===== src/rtl/axi_rd_arbiter_pkg.sv =====
// Shared definitions for the AXI read-channel arbiter: FSM state encoding,
// constant AR field values and the default transaction IDs of the two ports.
package axi_rd_arbiter_pkg;

  typedef enum logic [1:0] {
    StIdle = 2'd0,
    StAddr = 2'd1,
    StData = 2'd2
  } state_e;

  localparam logic [2:0] AXI_SIZE_4B    = 3'b010;
  localparam logic [1:0] AXI_BURST_INCR = 2'b01;

  // Also used by the write-channel logic in mmu_top.
  localparam logic [3:0] ID_INST_DEFAULT = 4'd0;
  localparam logic [3:0] ID_DATA_DEFAULT = 4'd1;

  // Encoding of the grant / last-grant bits.
  localparam logic GRANT_INST = 1'b0;
  localparam logic GRANT_DATA = 1'b1;

endpackage


===== src/rtl/axi_rd_arbiter_if.sv =====
// AXI read-address and read-data channels.
//   master : drives AR payload/arvalid and rready (the arbiter)
//   slave  : drives arready and the R payload/rvalid (interconnect or model)
interface axi_rd_arbiter_if;

  logic [3:0]  arid;
  logic [31:0] araddr;
  logic [7:0]  arlen;
  logic [2:0]  arsize;
  logic [1:0]  arburst;
  logic [1:0]  arlock;
  logic [3:0]  arcache;
  logic [2:0]  arprot;
  logic        arvalid;
  logic        arready;

  logic [3:0]  rid;
  logic [31:0] rdata;
  logic [1:0]  rresp;
  logic        rlast;
  logic        rvalid;
  logic        rready;

  modport master (
    output arid, araddr, arlen, arsize, arburst, arlock, arcache, arprot, arvalid,
    input  arready,
    input  rid, rdata, rresp, rlast, rvalid,
    output rready
  );

  modport slave (
    input  arid, araddr, arlen, arsize, arburst, arlock, arcache, arprot, arvalid,
    output arready,
    output rid, rdata, rresp, rlast, rvalid,
    input  rready
  );

endinterface


===== src/rtl/axi_rd_arbiter_rr_arb2.sv =====
// Two-requester round-robin picker (combinational).
//   req[0] = instruction port, req[1] = data port
//   last_grant : port granted most recently (0 = inst, 1 = data)
//   grant      : winner (0 = inst, 1 = data); meaningless when req == 0
module rr_arb2
  import axi_rd_arbiter_pkg::*;
(
  input  logic [1:0] req,
  input  logic       last_grant,
  output logic       grant
);

  always_comb begin
    grant = GRANT_INST;
    unique case (req)
      2'b01:   grant = GRANT_INST;
      2'b10:   grant = GRANT_DATA;
      // Tie goes to whoever did not win last time.
      2'b11:   grant = ~last_grant;
      default: grant = GRANT_INST;
    endcase
  end

endmodule


===== src/rtl/axi_rd_arbiter.sv =====
// Shares one AXI read channel between the instruction-cache and data-cache
// refill ports. One burst outstanding at a time, round-robin on ties.
//   clk, rst              : clock, synchronous active-high reset
//   inst_req/addr/len     : instruction port burst request (len = beats - 1)
//   inst_rdata/rvalid/rlast/err : beats steered back to the instruction port
//   data_*                : same for the data port
//   axi                   : AXI AR/R channel, master side
module axi_rd_arbiter
  import axi_rd_arbiter_pkg::*;
#(
  parameter logic [3:0] ID_INST = ID_INST_DEFAULT,
  parameter logic [3:0] ID_DATA = ID_DATA_DEFAULT
) (
  input  logic        clk,
  input  logic        rst,

  input  logic        inst_req,
  input  logic [31:0] inst_addr,
  input  logic [7:0]  inst_len,
  output logic [31:0] inst_rdata,
  output logic        inst_rvalid,
  output logic        inst_rlast,
  output logic        inst_err,

  input  logic        data_req,
  input  logic [31:0] data_addr,
  input  logic [7:0]  data_len,
  output logic [31:0] data_rdata,
  output logic        data_rvalid,
  output logic        data_rlast,
  output logic        data_err,

  axi_rd_arbiter_if.master axi
);

  state_e      state_q;
  logic        grant_q;
  logic        last_grant_q;
  logic        arb_grant;
  logic [31:0] araddr_q;
  logic [7:0]  arlen_q;
  logic [3:0]  arid_q;
  logic        arvalid_q;
  logic        rready_q;

  rr_arb2 u_rr_arb2 (
    .req        ({data_req, inst_req}),
    .last_grant (last_grant_q),
    .grant      (arb_grant)
  );

  always_ff @(posedge clk) begin
    if (rst) begin
      state_q      <= StIdle;
      grant_q      <= GRANT_INST;
      last_grant_q <= GRANT_DATA;  // inst wins the first tie
      araddr_q     <= '0;
      arlen_q      <= '0;
      arid_q       <= ID_INST;
      arvalid_q    <= 1'b0;
      rready_q     <= 1'b0;
    end else begin
      unique case (state_q)
        StIdle: begin
          if (inst_req || data_req) begin
            grant_q   <= arb_grant;
            araddr_q  <= (arb_grant == GRANT_DATA) ? data_addr : inst_addr;
            arlen_q   <= (arb_grant == GRANT_DATA) ? data_len  : inst_len;
            arid_q    <= (arb_grant == GRANT_DATA) ? ID_DATA   : ID_INST;
            arvalid_q <= 1'b1;
            state_q   <= StAddr;
          end
        end
        StAddr: begin
          if (arvalid_q && axi.arready) begin
            arvalid_q <= 1'b0;
            rready_q  <= 1'b1;
            state_q   <= StData;
          end
        end
        StData: begin
          if (axi.rvalid && axi.rlast) begin
            rready_q     <= 1'b0;
            last_grant_q <= grant_q;
            state_q      <= StIdle;
          end
        end
        default: begin
          arvalid_q <= 1'b0;
          rready_q  <= 1'b0;
          state_q   <= StIdle;
        end
      endcase
    end
  end

  assign axi.arid    = arid_q;
  assign axi.araddr  = araddr_q;
  assign axi.arlen   = arlen_q;
  assign axi.arsize  = AXI_SIZE_4B;
  assign axi.arburst = AXI_BURST_INCR;
  assign axi.arlock  = 2'b00;
  assign axi.arcache = 4'b0000;
  assign axi.arprot  = 3'b000;
  assign axi.arvalid = arvalid_q;
  assign axi.rready  = rready_q;

  // rready_q is high exactly in DATA, so it qualifies beats for the ports.
  logic beat;
  logic beat_err;

  always_comb begin
    beat        = rready_q & axi.rvalid;
    beat_err    = |axi.rresp;
    inst_rdata  = axi.rdata;
    data_rdata  = axi.rdata;
    inst_rvalid = beat & (grant_q == GRANT_INST);
    data_rvalid = beat & (grant_q == GRANT_DATA);
    inst_rlast  = inst_rvalid & axi.rlast;
    data_rlast  = data_rvalid & axi.rlast;
    inst_err    = inst_rvalid & beat_err;
    data_err    = data_rvalid & beat_err;
  end

  // Single outstanding transaction, so the returned ID carries no information.
  logic unused_rid;
  assign unused_rid = ^axi.rid;

endmodule

===== src/flat_wrapper.sv =====
// flat-port wrapper written by rule: the top's interface ports become plain ports
module axi_rd_arbiter_flat import axi_rd_arbiter_pkg::*;
#(
  parameter logic [3:0] ID_INST = ID_INST_DEFAULT,
  parameter logic [3:0] ID_DATA = ID_DATA_DEFAULT
)
  (clk, rst, inst_req, inst_addr, inst_len, inst_rdata, inst_rvalid, inst_rlast, inst_err, data_req, data_addr, data_len, data_rdata, data_rvalid, data_rlast, data_err, axi_arid, axi_araddr, axi_arlen, axi_arsize, axi_arburst, axi_arlock, axi_arcache, axi_arprot, axi_arvalid, axi_arready, axi_rid, axi_rdata, axi_rresp, axi_rlast, axi_rvalid, axi_rready);
  axi_rd_arbiter_if axi_i ();
  input  logic clk;
  input  logic rst;
  input  logic inst_req;
  input  logic [31:0] inst_addr;
  input  logic [7:0] inst_len;
  output logic [31:0] inst_rdata;
  output logic inst_rvalid;
  output logic inst_rlast;
  output logic inst_err;
  input  logic data_req;
  input  logic [31:0] data_addr;
  input  logic [7:0] data_len;
  output logic [31:0] data_rdata;
  output logic data_rvalid;
  output logic data_rlast;
  output logic data_err;
  output wire logic [$bits(axi_i.arid)-1:0] axi_arid;
  output wire logic [$bits(axi_i.araddr)-1:0] axi_araddr;
  output wire logic [$bits(axi_i.arlen)-1:0] axi_arlen;
  output wire logic [$bits(axi_i.arsize)-1:0] axi_arsize;
  output wire logic [$bits(axi_i.arburst)-1:0] axi_arburst;
  output wire logic [$bits(axi_i.arlock)-1:0] axi_arlock;
  output wire logic [$bits(axi_i.arcache)-1:0] axi_arcache;
  output wire logic [$bits(axi_i.arprot)-1:0] axi_arprot;
  output wire logic [$bits(axi_i.arvalid)-1:0] axi_arvalid;
  input wire logic [$bits(axi_i.arready)-1:0] axi_arready;
  input wire logic [$bits(axi_i.rid)-1:0] axi_rid;
  input wire logic [$bits(axi_i.rdata)-1:0] axi_rdata;
  input wire logic [$bits(axi_i.rresp)-1:0] axi_rresp;
  input wire logic [$bits(axi_i.rlast)-1:0] axi_rlast;
  input wire logic [$bits(axi_i.rvalid)-1:0] axi_rvalid;
  output wire logic [$bits(axi_i.rready)-1:0] axi_rready;
  assign axi_arid = axi_i.arid;
  assign axi_araddr = axi_i.araddr;
  assign axi_arlen = axi_i.arlen;
  assign axi_arsize = axi_i.arsize;
  assign axi_arburst = axi_i.arburst;
  assign axi_arlock = axi_i.arlock;
  assign axi_arcache = axi_i.arcache;
  assign axi_arprot = axi_i.arprot;
  assign axi_arvalid = axi_i.arvalid;
  assign axi_i.arready = axi_arready;
  assign axi_i.rid = axi_rid;
  assign axi_i.rdata = axi_rdata;
  assign axi_i.rresp = axi_rresp;
  assign axi_i.rlast = axi_rlast;
  assign axi_i.rvalid = axi_rvalid;
  assign axi_rready = axi_i.rready;
  axi_rd_arbiter #(.ID_INST(ID_INST), .ID_DATA(ID_DATA)) u_core (.clk(clk), .rst(rst), .inst_req(inst_req), .inst_addr(inst_addr), .inst_len(inst_len), .inst_rdata(inst_rdata), .inst_rvalid(inst_rvalid), .inst_rlast(inst_rlast), .inst_err(inst_err), .data_req(data_req), .data_addr(data_addr), .data_len(data_len), .data_rdata(data_rdata), .data_rvalid(data_rvalid), .data_rlast(data_rlast), .data_err(data_err), .axi(axi_i));
endmodule

===== config.mk =====
export PLATFORM = sky130hd
export DESIGN_NAME = axi_rd_arbiter_flat
export DESIGN_NICKNAME = d
export VERILOG_FILES = /design/src/rtl/axi_rd_arbiter_pkg.sv /design/src/rtl/axi_rd_arbiter_if.sv /design/src/rtl/axi_rd_arbiter_rr_arb2.sv /design/src/rtl/axi_rd_arbiter.sv /design/src/flat_wrapper.sv
export SDC_FILE = /design/constraint.sdc
export NUM_CORES = 1
export LEC_CHECK = 0
export CAP_MARGIN = 0
export CORE_AREA = 2 2 98 100
export CTS_BUF_LIST = sky130_fd_sc_hd__clkbuf_8
export DETAILED_ROUTE_END_ITERATION = 12
export DIE_AREA = 0 0 100 102
export DONT_BUFFER_PORTS = 1
export GPL_ROUTABILITY_DRIVEN = 0
export PLACE_DENSITY_LB_ADDON = 0.08
export SLEW_MARGIN = 10
export SYNTH_ARGS = -nofsm -noshare
export SYNTH_HDL_FRONTEND = slang
export SYNTH_SLANG_ARGS = --single-unit

===== constraint.sdc =====
create_clock -name clk -period 1.8 [get_ports clk]
set_input_delay 0.27 -clock clk [delete_from_list [all_inputs] [get_ports clk]]
set_output_delay 0.27 -clock clk [all_outputs]
set_load 0.05 [all_outputs]

==> results_dict.tcl <==
set metrics [dict create \
    outcome "finished, final reports clean" \
    synthToLayoutAreaGrowth_pct -6.72 \
    fp.dieH_um 102 \
    grt_remaining_overflow 0 \
    cts_tree "built" \
    via_per_inst 5.19 \
    num_rows 35 \
    drt-initial-drc-count 94 \
    die_area_mm2 0.0102 \
    synthFlopType "dfxtp_1" \
    path_class "flip-flop to output pin" \
    grt_max_degree 47 \
    antenna_found_initial 0 \
    io_buffers 0 \
    nets 422 \
    drc 0 \
    multiInputGateArea_mm2 0.00120 \
    htree_levels 2 \
    peakVddDrop_mv 0.256 \
    grt_setup_unrepaired "no" \
    hold_viol 0 \
    slew_violations 0 \
    dr.pass1.iters 4 \
    register_area_um2 922 \
    yosys.cell_types.count 26 \
    seq_power_share_pct 51.0 \
    min-delay-start "rst" \
    arrival_ps 1380 \
    avgRoutedWirePerCell_um 19.0 \
    yosys.area.top_type_share_pct 33.0 \
    p_switching_mw 1.18 \
    nFillCells 1020 \
    synth-seq-cells 46 \
    power_mw 2.80 \
    core_area_mm2 0.00911 \
    period_minus_slack_ps 1650 \
    grt_pass1_vias 2037 \
    fin_worst_skew_ps 4.01 \
    synth_edf_count 0 \
    tightestPinTransition_ps 568 \
    yosysMostFrequentCell "nand2_1" \
    reg2reg_depth 4 \
    clk_latency_ps 290 \
    syn_area_mm2 0.00279 \
    grt_usage_pct 14.5 \
    p_leak_nw 1.01 \
    crit_start "u_core.axi.arid[0]" \
    postRouteAntennaNets 0 \
    cellPowerDensity_mw_per_mm2 1080 \
    cp-endpoint "data_rlast" \
    slowest_stage "dfxtp_1" \
    reg2reg_setup_slack_ps 460 \
    maxCapViolCount 0 \
    root_buffer "clkbuf_8" \
    cts_made_buffers 5 \
    drive_above_1_share_pct 20.5 \
    p_clk_share_pct 22.1 \
    p_comb_share_pct 26.8 \
    postCtsHoldBufs 0 \
    fp.dieW_um 100 \
    hold_path.class "input port to flip-flop" \
    synth_area_leaders "dfxtp_1 (33%), buf_4 (22%), nand2_1 (12%), a311oi_1 (9.4%), a21oi_1 (8.2%)" \
    cp-end-kind "output pin" \
    cts_sinks 46 \
    setup_viol 0 \
    max_stage_delay_ps 470 \
    sw_frac_of_total_pct 42.0 \
    required_ps 1530 \
    cts_resized 0 \
    critPathLaunchType "flip-flop" \
    relSlewSlack_pct 62.1 \
    fmaxAchievable_ghz 0.605 \
    stdcell_count 408 \
    synthArstFlopShare_pct 0 \
    r2r-end "u_core.axi.arlen[4]" \
    ys_seq_area_share_pct 33.0 \
    postCtsSetupBuffers 0 \
    n_antenna_cell 0 \
    start_util_pct 30.7 \
    synth_area_per_cell_um2 7.93 \
    tns_ps 0 \
    internal_power_mw 1.63 \
    clk_pin_slew_ps 90 \
    dp_hpwl_mm 5.29 \
    dp_cells 401 \
    via_count 2119 \
    timing.final.crit_share_pct 91.8 \
    cp_cell_sequence "inv_1 -> nor2_4 -> and2_2" \
    worst_hold_slack_ps 34.8 \
    yosysWarnings 0 \
    syn_inst 352 \
    ys_top_cells_by_count "nand2_1 (86), buf_4 (82), a21oi_1 (46), dfxtp_1 (46), a311oi_1 (30)" \
    clock_path_buffers 2 \
    io_pins 255 \
    crit_path_max_fanout 4 \
    grt_pass1_wl_mm 11.5 \
    synth_top_area_cell "dfxtp_1" \
    wl_mm 7.75 \
    rr_startpoint "u_core.last_grant_q" \
]
metal layers:
| metal | track usage (%) | wire length (um) | part of all wire, % |
|---|---|---|---|
| met2 | 24.3 | 3670 | 47 |
| met1 | 18.0 | 3300 | 43 |
| met4 | 5.16 | 143 | 1.8 |
| met3 | 3.83 | 633 | 8.2 |
| met5 | 0 | 0 | 0 |
power groups by stage:
stage               Combinational (mW)  Clock [mW]  Sequential (mW)
finish                           0.753       0.621             1.43
global route                     0.814       0.703             1.45
floorplan                        0.862           0             1.60
CTS                              0.756       0.653             1.43
global placement                 0.756           0             1.46
detailed placement               0.756           0             1.46
metrics by stage:
step | util (%) | area [um2] | setup slack, ps
after floorplan | - | 2880 | 111
after global placement | 27.7 | 2530 | 452
after detailed placement | 27.7 | 2530 | 450
after CTS | 28.6 | 2610 | 121
after global routing | 28.6 | 2610 | 81.7
final | 28.6 | 2610 | 147
worst min-delay path by stage:
| stage | cells past startpoint | end |
|---|---|---|
| finish | 1 | u_core.axi.araddr[5] |
| global route | 1 | u_core.axi.araddr[5] |
| CTS | 1 | u_core.axi.araddr[5] |
| detailed placement | 1 | u_core.axi.araddr[5] |
| global placement | 1 | u_core.axi.rready |
| floorplan | 2 | u_core.axi.araddr[0] |
state kept, by name, indices dropped and copies added, names as in the netlist:
register / cells
u_core.axi.arlen: 8
u_core.axi.rready: 1
u_core.last_grant_q: 1
u_core.state_q: 2
u_core.axi.arid: 1
u_core.axi.arvalid: 1
u_core.axi.araddr: 32
cell usage in the layout, fill, tap and decap left out, drive strengths merged:
master	n
a21bo	1
a311oi	40
buf	32
nor2b	1
or2	1
o21ai	2
dfxtp	46
clkbuf	5
nor2	5
clkinv	2
a21oi	46
nand3	1
a211o	2
conb	17
and2	3
nand2	86
a21boi	1
nor3	2
nand4b	1
inv	2
a21o	1
critical path, delay by kind of cell, from the launching register on:
| kind | cells | cell delay, ps |
|---|---|---|
| buffers and inverters | 1 | 170 |
| AND/OR/NAND/NOR | 2 | 440 |
| flip-flops | 1 | 470 |
layout make-up:
cell class	instances	area share, %
clock buffers	5	2.64
clock inverters	2	0.384
inverters	2	0.288
multi-input cells	210	46.3
flip-flops and latches	46	35.4
well taps	111	5.33
repair buffers	32	9.70
cells by family after synthesis:
logic type	Yosys count	synth area share [%]
compound gates	93	25.0
buf+inv	111	27.3
flops	46	33.0
other cells	2	0.269
simple gates	100	14.4
Note: power is estimated with default switching activity, not from simulation.
